### src/rtl/resp_frame_generator_pkg.sv
// Shared types and constants for the multi-channel ACK/NAK response framer.
package resp_frame_pkg;

    typedef enum logic [2:0] {
        IDLE,
        TYPE,
        EID,
        LEN,
        STAT,
        GAP
    } state_e;

    localparam logic TYPE_ACK = 1'b0;
    localparam logic TYPE_NAK = 1'b1;

    localparam int LEN_NONE   = 0;
    localparam int LEN_STATUS = 1;

endpackage

### src/rtl/resp_frame_generator_rr_arbiter.sv
// Round-robin arbiter: one-hot grant and index, pointer moves past the winner on each enabled grant.
module rr_arbiter #(
    parameter int N  = 4,
    parameter int IW = (N > 1) ? $clog2(N) : 1
) (
    input  logic          clk,
    input  logic          reset,
    input  logic [N-1:0]  req,
    input  logic          en,
    output logic [N-1:0]  gnt,
    output logic [IW-1:0] idx,
    output logic          any
);

    logic [IW-1:0] ptr_q;
    logic [IW-1:0] ptr_d;
    logic          found;
    int            pos;

    assign any = |req;

    always_comb begin
        gnt   = '0;
        idx   = '0;
        found = 1'b0;
        pos   = 0;
        for (int i = 0; i < N; i++) begin
            pos = int'(ptr_q) + i;
            if (pos >= N) pos = pos - N;
            if (!found && req[pos]) begin
                found    = 1'b1;
                gnt[pos] = 1'b1;
                idx      = pos[IW-1:0];
            end
        end
    end

    always_comb begin
        ptr_d = ptr_q;
        if (en && any) ptr_d = (int'(idx) == N - 1) ? '0 : idx + 1'b1;
    end

    always_ff @(posedge clk) begin
        if (reset) ptr_q <= '0;
        else       ptr_q <= ptr_d;
    end

endmodule

### src/rtl/resp_frame_generator.sv
// Multi-channel ACK/NAK response framer: per-channel holding slots, round-robin
// selection and a single framing engine driving the outbound message stream.
module resp_frame_generator
    import resp_frame_pkg::*;
#(
    parameter int NUM_CH    = 4,
    parameter int DATA_W    = 8,
    parameter int STATUS_EN = 0
) (
    input  logic                                       clk,
    input  logic                                       reset,
    input  logic [NUM_CH-1:0]                          generate_ack,
    input  logic [NUM_CH-1:0]                          generate_nak,
    input  logic [NUM_CH*DATA_W-1:0]                   eid_in,
    input  logic [NUM_CH*DATA_W-1:0]                   status_in,
    input  logic                                       message_wait,
    output logic [DATA_W-1:0]                          message_data,
    output logic                                       message_data_valid,
    output logic                                       message_frame_valid,
    output logic [((NUM_CH > 1) ? $clog2(NUM_CH) : 1)-1:0] message_ch,
    output logic [NUM_CH-1:0]                          slot_busy,
    output logic [NUM_CH-1:0]                          req_drop
);

    localparam int CHW = (NUM_CH > 1) ? $clog2(NUM_CH) : 1;

    state_e              state_q, state_d;
    logic [NUM_CH-1:0]   req, cap, gnt, grant_vec;
    logic [NUM_CH-1:0]   busy_q, busy_d, drop_q, drop_d;
    logic [NUM_CH-1:0]   typ_q;
    logic [DATA_W-1:0]   eid_q  [NUM_CH];
    logic [DATA_W-1:0]   stat_q [NUM_CH];
    logic [CHW-1:0]      win;
    logic                any_cand, grant;

    logic                f_type_q, f_type_d;
    logic [DATA_W-1:0]   f_eid_q, f_eid_d, f_stat_q, f_stat_d;
    logic [CHW-1:0]      f_ch_q, f_ch_d;

    logic [DATA_W-1:0]   data_q, data_d;
    logic                vld_q, vld_d;
    logic [CHW-1:0]      ch_q, ch_d;

    assign req       = generate_ack | generate_nak;
    assign grant     = ((state_q == IDLE) || (state_q == GAP)) && any_cand;
    assign grant_vec = grant ? gnt : '0;

    // Busy slots compete alongside fresh requests on free slots (bypass).
    rr_arbiter #(.N(NUM_CH), .IW(CHW)) u_arb (
        .clk   (clk),
        .reset (reset),
        .req   (busy_q | req),
        .en    (grant),
        .gnt   (gnt),
        .idx   (win),
        .any   (any_cand)
    );

    assign cap    = req & ~busy_q & ~grant_vec;
    assign busy_d = (busy_q & ~grant_vec) | cap;
    assign drop_d = req & busy_q;

    always_ff @(posedge clk) begin
        for (int c = 0; c < NUM_CH; c++) begin
            if (cap[c]) begin
                typ_q[c]  <= generate_nak[c] ? TYPE_NAK : TYPE_ACK;
                eid_q[c]  <= eid_in[c*DATA_W +: DATA_W];
                stat_q[c] <= status_in[c*DATA_W +: DATA_W];
            end
        end
    end

    always_comb begin
        f_type_d = f_type_q;
        f_eid_d  = f_eid_q;
        f_stat_d = f_stat_q;
        f_ch_d   = f_ch_q;
        if (grant) begin
            f_ch_d = win;
            if (busy_q[win]) begin
                f_type_d = typ_q[win];
                f_eid_d  = eid_q[win];
                f_stat_d = stat_q[win];
            end else begin
                f_type_d = generate_nak[win] ? TYPE_NAK : TYPE_ACK;
                f_eid_d  = eid_in[win*DATA_W +: DATA_W];
                f_stat_d = status_in[win*DATA_W +: DATA_W];
            end
        end
    end

    always_comb begin
        state_d = state_q;
        case (state_q)
            IDLE:    if (grant) state_d = TYPE;
            TYPE:    if (!message_wait) state_d = EID;
            EID:     if (!message_wait) state_d = LEN;
            LEN:     if (!message_wait) state_d = (STATUS_EN != 0) ? STAT : GAP;
            STAT:    if (!message_wait) state_d = GAP;
            GAP:     state_d = grant ? TYPE : IDLE;
            default: state_d = IDLE;
        endcase
    end

    // Outputs are computed from the next state so every port comes straight off a flop.
    always_comb begin
        data_d = '0;
        case (state_d)
            TYPE:    data_d = DATA_W'(f_type_d);
            EID:     data_d = f_eid_d;
            LEN:     data_d = (STATUS_EN != 0) ? DATA_W'(LEN_STATUS) : DATA_W'(LEN_NONE);
            STAT:    data_d = f_stat_d;
            default: data_d = '0;
        endcase
        vld_d = state_d inside {TYPE, EID, LEN, STAT};
        ch_d  = vld_d ? f_ch_d : '0;
    end

    always_ff @(posedge clk) begin
        f_type_q <= f_type_d;
        f_eid_q  <= f_eid_d;
        f_stat_q <= f_stat_d;
        f_ch_q   <= f_ch_d;
    end

    always_ff @(posedge clk) begin
        if (reset) begin
            state_q <= IDLE;
            busy_q  <= '0;
            drop_q  <= '0;
            data_q  <= '0;
            vld_q   <= 1'b0;
            ch_q    <= '0;
        end else begin
            state_q <= state_d;
            busy_q  <= busy_d;
            drop_q  <= drop_d;
            data_q  <= data_d;
            vld_q   <= vld_d;
            ch_q    <= ch_d;
        end
    end

    assign message_data        = data_q;
    assign message_data_valid  = vld_q;
    assign message_frame_valid = vld_q;
    assign message_ch          = ch_q;
    assign slot_busy           = busy_q;
    assign req_drop            = drop_q;

endmodule

### config.mk
export PLATFORM = sky130hd
export DESIGN_NAME = resp_frame_generator
export DESIGN_NICKNAME = d
export VERILOG_FILES = /design/src/rtl/resp_frame_generator_pkg.sv /design/src/rtl/resp_frame_generator_rr_arbiter.sv /design/src/rtl/resp_frame_generator.sv
export SDC_FILE = /design/constraint.sdc
export NUM_CORES = 1
export LEC_CHECK = 0
export CELL_PAD_IN_SITES_DETAIL_PLACEMENT = 0
export CELL_PAD_IN_SITES_GLOBAL_PLACEMENT = 1
export CORE_ASPECT_RATIO = 1.1
export CORE_MARGIN = 3
export CORE_UTILIZATION = 35
export CTS_CLUSTER_DIAMETER = 150
export DETAILED_ROUTE_END_ITERATION = 12
export PLACE_DENSITY_LB_ADDON = 0.1
export SLEW_MARGIN = 40
export SYNTH_ARGS = -nofsm -noshare
export SYNTH_HDL_FRONTEND = slang
export SYNTH_SLANG_ARGS = --single-unit
### constraint.sdc
create_clock -name clk -period 4.9 [get_ports clk]
set_input_delay 1.47 -clock clk [delete_from_list [all_inputs] [get_ports clk]]
set_output_delay 1.47 -clock clk [all_outputs]
set_load 0.01 [all_outputs]
After elaboration in Yosys (flattened, before gate mapping). Memories as Yosys holds them, arrays and structs flattened. Cells that the tools add are included.

RAM bits: 64. Bits in registers: 47. Output and inout bits: 20. Memories kept: 2. Word-level logic and storage cells: 151.

Bitwise operators: 13. Order comparisons: 13. Eq/ne operators: 10. Reductions and logical operators: 18. Add/sub/neg operators: 8. Muxes and demuxes: 70. Shift-type cells: 2.

Memories: eid_q (depth 4, bits a word 8, rd ports 1, clocked after memory_dff 0, write ports 4, RTL line resp_frame_generator.sv:31) `logic [DATA_W-1:0] eid_q [NUM_CH];`; stat_q (depth 4, bits a word 8, rd ports 1, clocked after memory_dff 0, write ports 4, RTL line resp_frame_generator.sv:32) `logic [DATA_W-1:0] stat_q [NUM_CH];`.

Operators with widths (count): 32-bit by 1-bit >= comparator with 1-bit output (second input constant) (4); 32-bit by 4-bit < comparator with 1-bit output (second input constant) (4); 32-bit two-way mux (4); 32-bit by 4-bit >= comparator with 1-bit output (second input constant) (3); 32-bit by 4-bit subtractor with 32-bit output (second input constant) (3); 32-bit by 6-bit indexed part select with 8-bit output (2); 1-bit two-way mux (34); 8-bit two-way mux (4); 4-bit bitwise OR (6); 8-bit one-hot mux with 3 select lines (1); 4-bit two-way mux (5); 4-bit AND (4); 3-bit one-hot mux with 5 select lines (1); 1-bit binary-select mux with 2-bit select (7); 3-bit by 2-bit == test with 1-bit output (second input constant) (4); 2-bit two-way mux (6); 3-bit two-way mux (4); 3-bit == test (second input constant) (3); 1-bit logical AND (9); 1-bit demux with 2-bit select (4); 4-bit inverter (2); 2-bit by 2-bit adder with 3-bit output (second input constant) (2); 3-bit by 1-bit == test with 1-bit output (second input constant) (2); 4-bit nonzero test (1); other kinds (12) (15).

Longest topological paths before layout.
Word-level depth: 21. Depth in mapped cells: 13.

By module. A second synthesis with hierarchy kept.

Cell total of the unflattened synthesis: 362. Area, all modules: 5138.7 sq um.

By module, submodules not included: resp_frame_generator (seq. area each 2862.7 sq um, area each 4609.4 sq um, cells each 301, times used 1); rr_arbiter (seq. area each 40.0 sq um, area each 529.3 sq um, cells each 61, times used 1).

Least setup slack after synthesis. No wires, ideal clock.

Path type: input port to flip-flop. Start: in generate_nak[0]. End: mem eid_q[0][0] (enable). Data arrival time: 4.131 ns. Library setup time: 0.412 ns. Buffers on the path: 0. Setup slack: 0.356 ns. Stages on the path: 7. Cells stage by stage: or3_1 -> mux4_2 -> and2_1 -> mux2i_1 -> a2bb2oi_1 -> a21oi_1 -> nor3_1.

RTL lines: start, declared (RTL line resp_frame_generator.sv:13) `input logic [NUM_CH-1:0] generate_nak,`; end, declared (RTL line resp_frame_generator.sv:31).

==> impl_metrics.tcl <==
set metrics [dict create \
    rows 46 \
    cts_tree "done" \
    grt_pass1_vias 3904 \
    ys_seq_area_frac 0.5542 \
    fin_nets 604 \
    drive_above_1_share 0.1195 \
    syn_area_mm2 0.005238 \
    grt_max_degree 35 \
    path_cells "clkdlybuf4s50_1, nor3_2, mux2i_1, mux2i_1, mux2i_1, a2bb2oi_1, a21oi_1, nor3_2, buf_4" \
    htree_levels 3 \
    dr.pass1.iters 4 \
    antenna_found_initial 0 \
    cts_resized 0 \
    initial_core_util 0.3597 \
    worst_slew_pin_slew_ns 0.6630 \
    wl_per_cell_um 18.26 \
    outcome "finished, final reports clean" \
    finalSetupTns_ns 0 \
    hold_path_class "register to register" \
    synth_cell_types 44 \
    yosys.area.top_type "edfxtp_1" \
    setup_viol 0 \
    crit_type "input port to register" \
    fin_skew_ns 0.008031 \
    worstSetupEndpointType "register" \
    critical_path.top_delay_family "multiplexers" \
    hold_buffers 0 \
    io_buffers 94 \
    grt-ovfl-total 0 \
    clock_sinks 111 \
    cts_buffers 9 \
    via_per_inst 5.249 \
    synth_area_per_cell_um2 12.24 \
    worstPathRequired_ns 4.93 \
    vias 3774 \
    arrival_ns 4.13 \
    dieArea_mm2 0.01647 \
    clockRootBuffer "clkbuf_16" \
    fin_crit_sh 0.8365 \
    core_mm2 0.01456 \
    synth_nets 510 \
    vdd.ir_drop.worst_mv 0.2324 \
    path_clk_slew_ns 0.07 \
    postCtsSetupRepairBufs 0 \
    clk_path_buf_depth 2 \
    gp_congestion 0.8283 \
    routed_wl_mm 13.13 \
    dpl.cell_count 703 \
    synth_area_leaders "edfxtp_1, dfxtp_1, mux2i_1" \
    cp_slowest_stage_delay_ns 0.50 \
    rsz0062_at_grt "false" \
    p_leak_nw 2.466 \
    die-width_um 122.6 \
    r2r_setup_slack_ns 1.18 \
    finalHoldViolations 0 \
    crit_path_frequent_cell "mux2i_1" \
    maxSlewHeadroom 0.5566 \
    critPathSlowestCell "clkdlybuf4s50_1" \
    finalNonFillerCells 719 \
    crit_fanout 17 \
    area_growth_syn_to_layout_pct 28.26 \
    insertion_delay_ns 0.35 \
    critPathBufInv 2 \
    drtAntennaViolNets 0 \
    grtUsageTotal 0.1658 \
    synth_top_area_share 0.3899 \
    n_antenna_cell 0 \
    slew_viol_final 0 \
    ys_ff_latch 111 \
    max_freq_mhz 244.0 \
    hold_ws_ns 0.4555 \
    drc_errors 0 \
    netlist_instances 428 \
    ios 95 \
    hpwl_mm 9.806 \
    worst_setup_path_start_kind "input port" \
    fin_crit_ns 4.099 \
    max_cap_violations 0 \
    synth_warnings 0 \
    powerDensity_mw_per_mm2 498.8 \
    die-height_um 134.3 \
    grt_pass1_wl_mm 20.83 \
    drt-initial-drc-count 174 \
]
cell usage after synthesis:
library cell	count
nand2_1	41
nor3_1	11
a21oi_1	16
nor4_1	3
a22oi_1	24
a211oi_1	2
and2_1	6
a21boi_1	1
nor3b_1	5
o21a_1	1
o41ai_4	1
ha_1	7
o311ai_0	1
buf_4	4
clkbuf_1	16
nand3_1	1
or4_1	1
a2bb2oi_1	4
inv_1	3
or3_1	5
and3_1	2
mux2i_1	76
buf_1	8
o22ai_1	2
nor2b_1	4
o22a_1	1
edfxtp_1	68
nor3_2	1
dfxtp_1	43
a311o_1	1
a211oi_2	1
a32oi_1	1
o31a_1	1
a221o_1	2
a21o_1	3
xnor2_1	1
o31ai_1	1
mux4_2	3
nor2_1	16
inv_2	1
o21ai_0	3
mux2_2	18
o21ai_1	2
o211ai_1	16
final timing paths:
path / from / end / cells past startpoint
min reg2reg: f_type_q / f_type_q / 2
min: f_type_q / f_type_q / 2
max: generate_nak[2] / eid_q[3][5] / 9
max reg2reg: u_arb.ptr_q[0] / eid_q[3][5] / 10
worst register-to-register path: cells and delay by family, from the launching register on:
family	cells	cell delay, ns
adders and majority gates	1	0.48
AOI/OAI and AO/OA	3	0.46
DFF	1	0.66
buffers and inverters	2	0.59
muxes	2	0.68
and+or+nand+nor	2	0.52
state kept, by name (all words and copies together), names as in the netlist:
| name | cells |
|---|---|
| f_eid_q | 8 |
| typ_q | 4 |
| eid_q | 32 |
| f_stat_q | 8 |
| f_ch_q | 2 |
| message_data | 8 |
| req_drop | 4 |
| message_ch | 2 |
| state_q | 3 |
| stat_q | 32 |
| message_data_valid | 1 |
| slot_busy | 4 |
| f_type_q | 1 |
| u_arb.ptr_q | 2 |
power by group:
part | switching [mW] | internal (mW) | leakage (nW)
Combinational | 0.708 | 0.572 | 1.32
Clock | 0.337 | 0.343 | 0.129
Sequential | 0.112 | 1.28 | 1.01
Total | 1.16 | 2.19 | 2.47
logic make-up after synthesis:
logic type / Yosys count / synth area share
DFF: 111 / 0.5542
buffers and inverters: 32 / 0.02580
muxes: 97 / 0.1968
adders and majority gates: 7 / 0.01672
and+or+nand+nor: 96 / 0.08672
AOI/OAI and AO/OA: 84 / 0.1180
xor gates and xnor gates: 1 / 0.001673
layout make-up:
| class | instances | area [um^2] |
|---|---|---|
| fill | 1400 | 7844 |
| sequential | 111 | 2903 |
| multi-input combinational | 285 | 2226 |
| timing repair buffer | 111 | 1069 |
| tap | 192 | 240.2 |
| clock buffer | 10 | 229.0 |
| clock inverter | 6 | 36.28 |
| inverter | 4 | 15.01 |
per-layer routing:
layer	track usage	share of wire
met5	0	0
met4	0.05538	0.016
met3	0.02615	0.028
met2	0.3000	0.53
met1	0.1989	0.42
cell usage in the layout, fill, tap and decap left out, types with 15 or more instances in the layout:
cell             synthesis  layout
mux2_2                  18      18
dfxtp_1                 43      43
edfxtp_1                68      68
nor2_1                  16      16
o211ai_1                16      16
buf_4                    4      17
nand2_1                 41      41
clkdlybuf4s50_1          0      94
a21oi_1                 16      15
mux2i_1                 76      76
a22oi_1                 24      24
through the flow:
| stage | power [mW] | util | worst slack (ns) | cell area [um^2] |
|---|---|---|---|---|
| 3_5_place_dp | 2.716 | 0.4429 | 0.3943 | 6449 |
| 2_1_floorplan | 2.274 | - | 0.3561 | 5238 |
| 4_1_cts | 3.404 | 0.4611 | 0.7517 | 6714 |
| 6_report | 3.351 | 0.4613 | 0.8013 | 6718 |
| 3_3_place_gp | 2.703 | 0.4427 | 0.4079 | 6446 |
| 5_1_grt | 3.582 | 0.4613 | 0.5462 | 6718 |
Power figures use the tool's default switching activity.
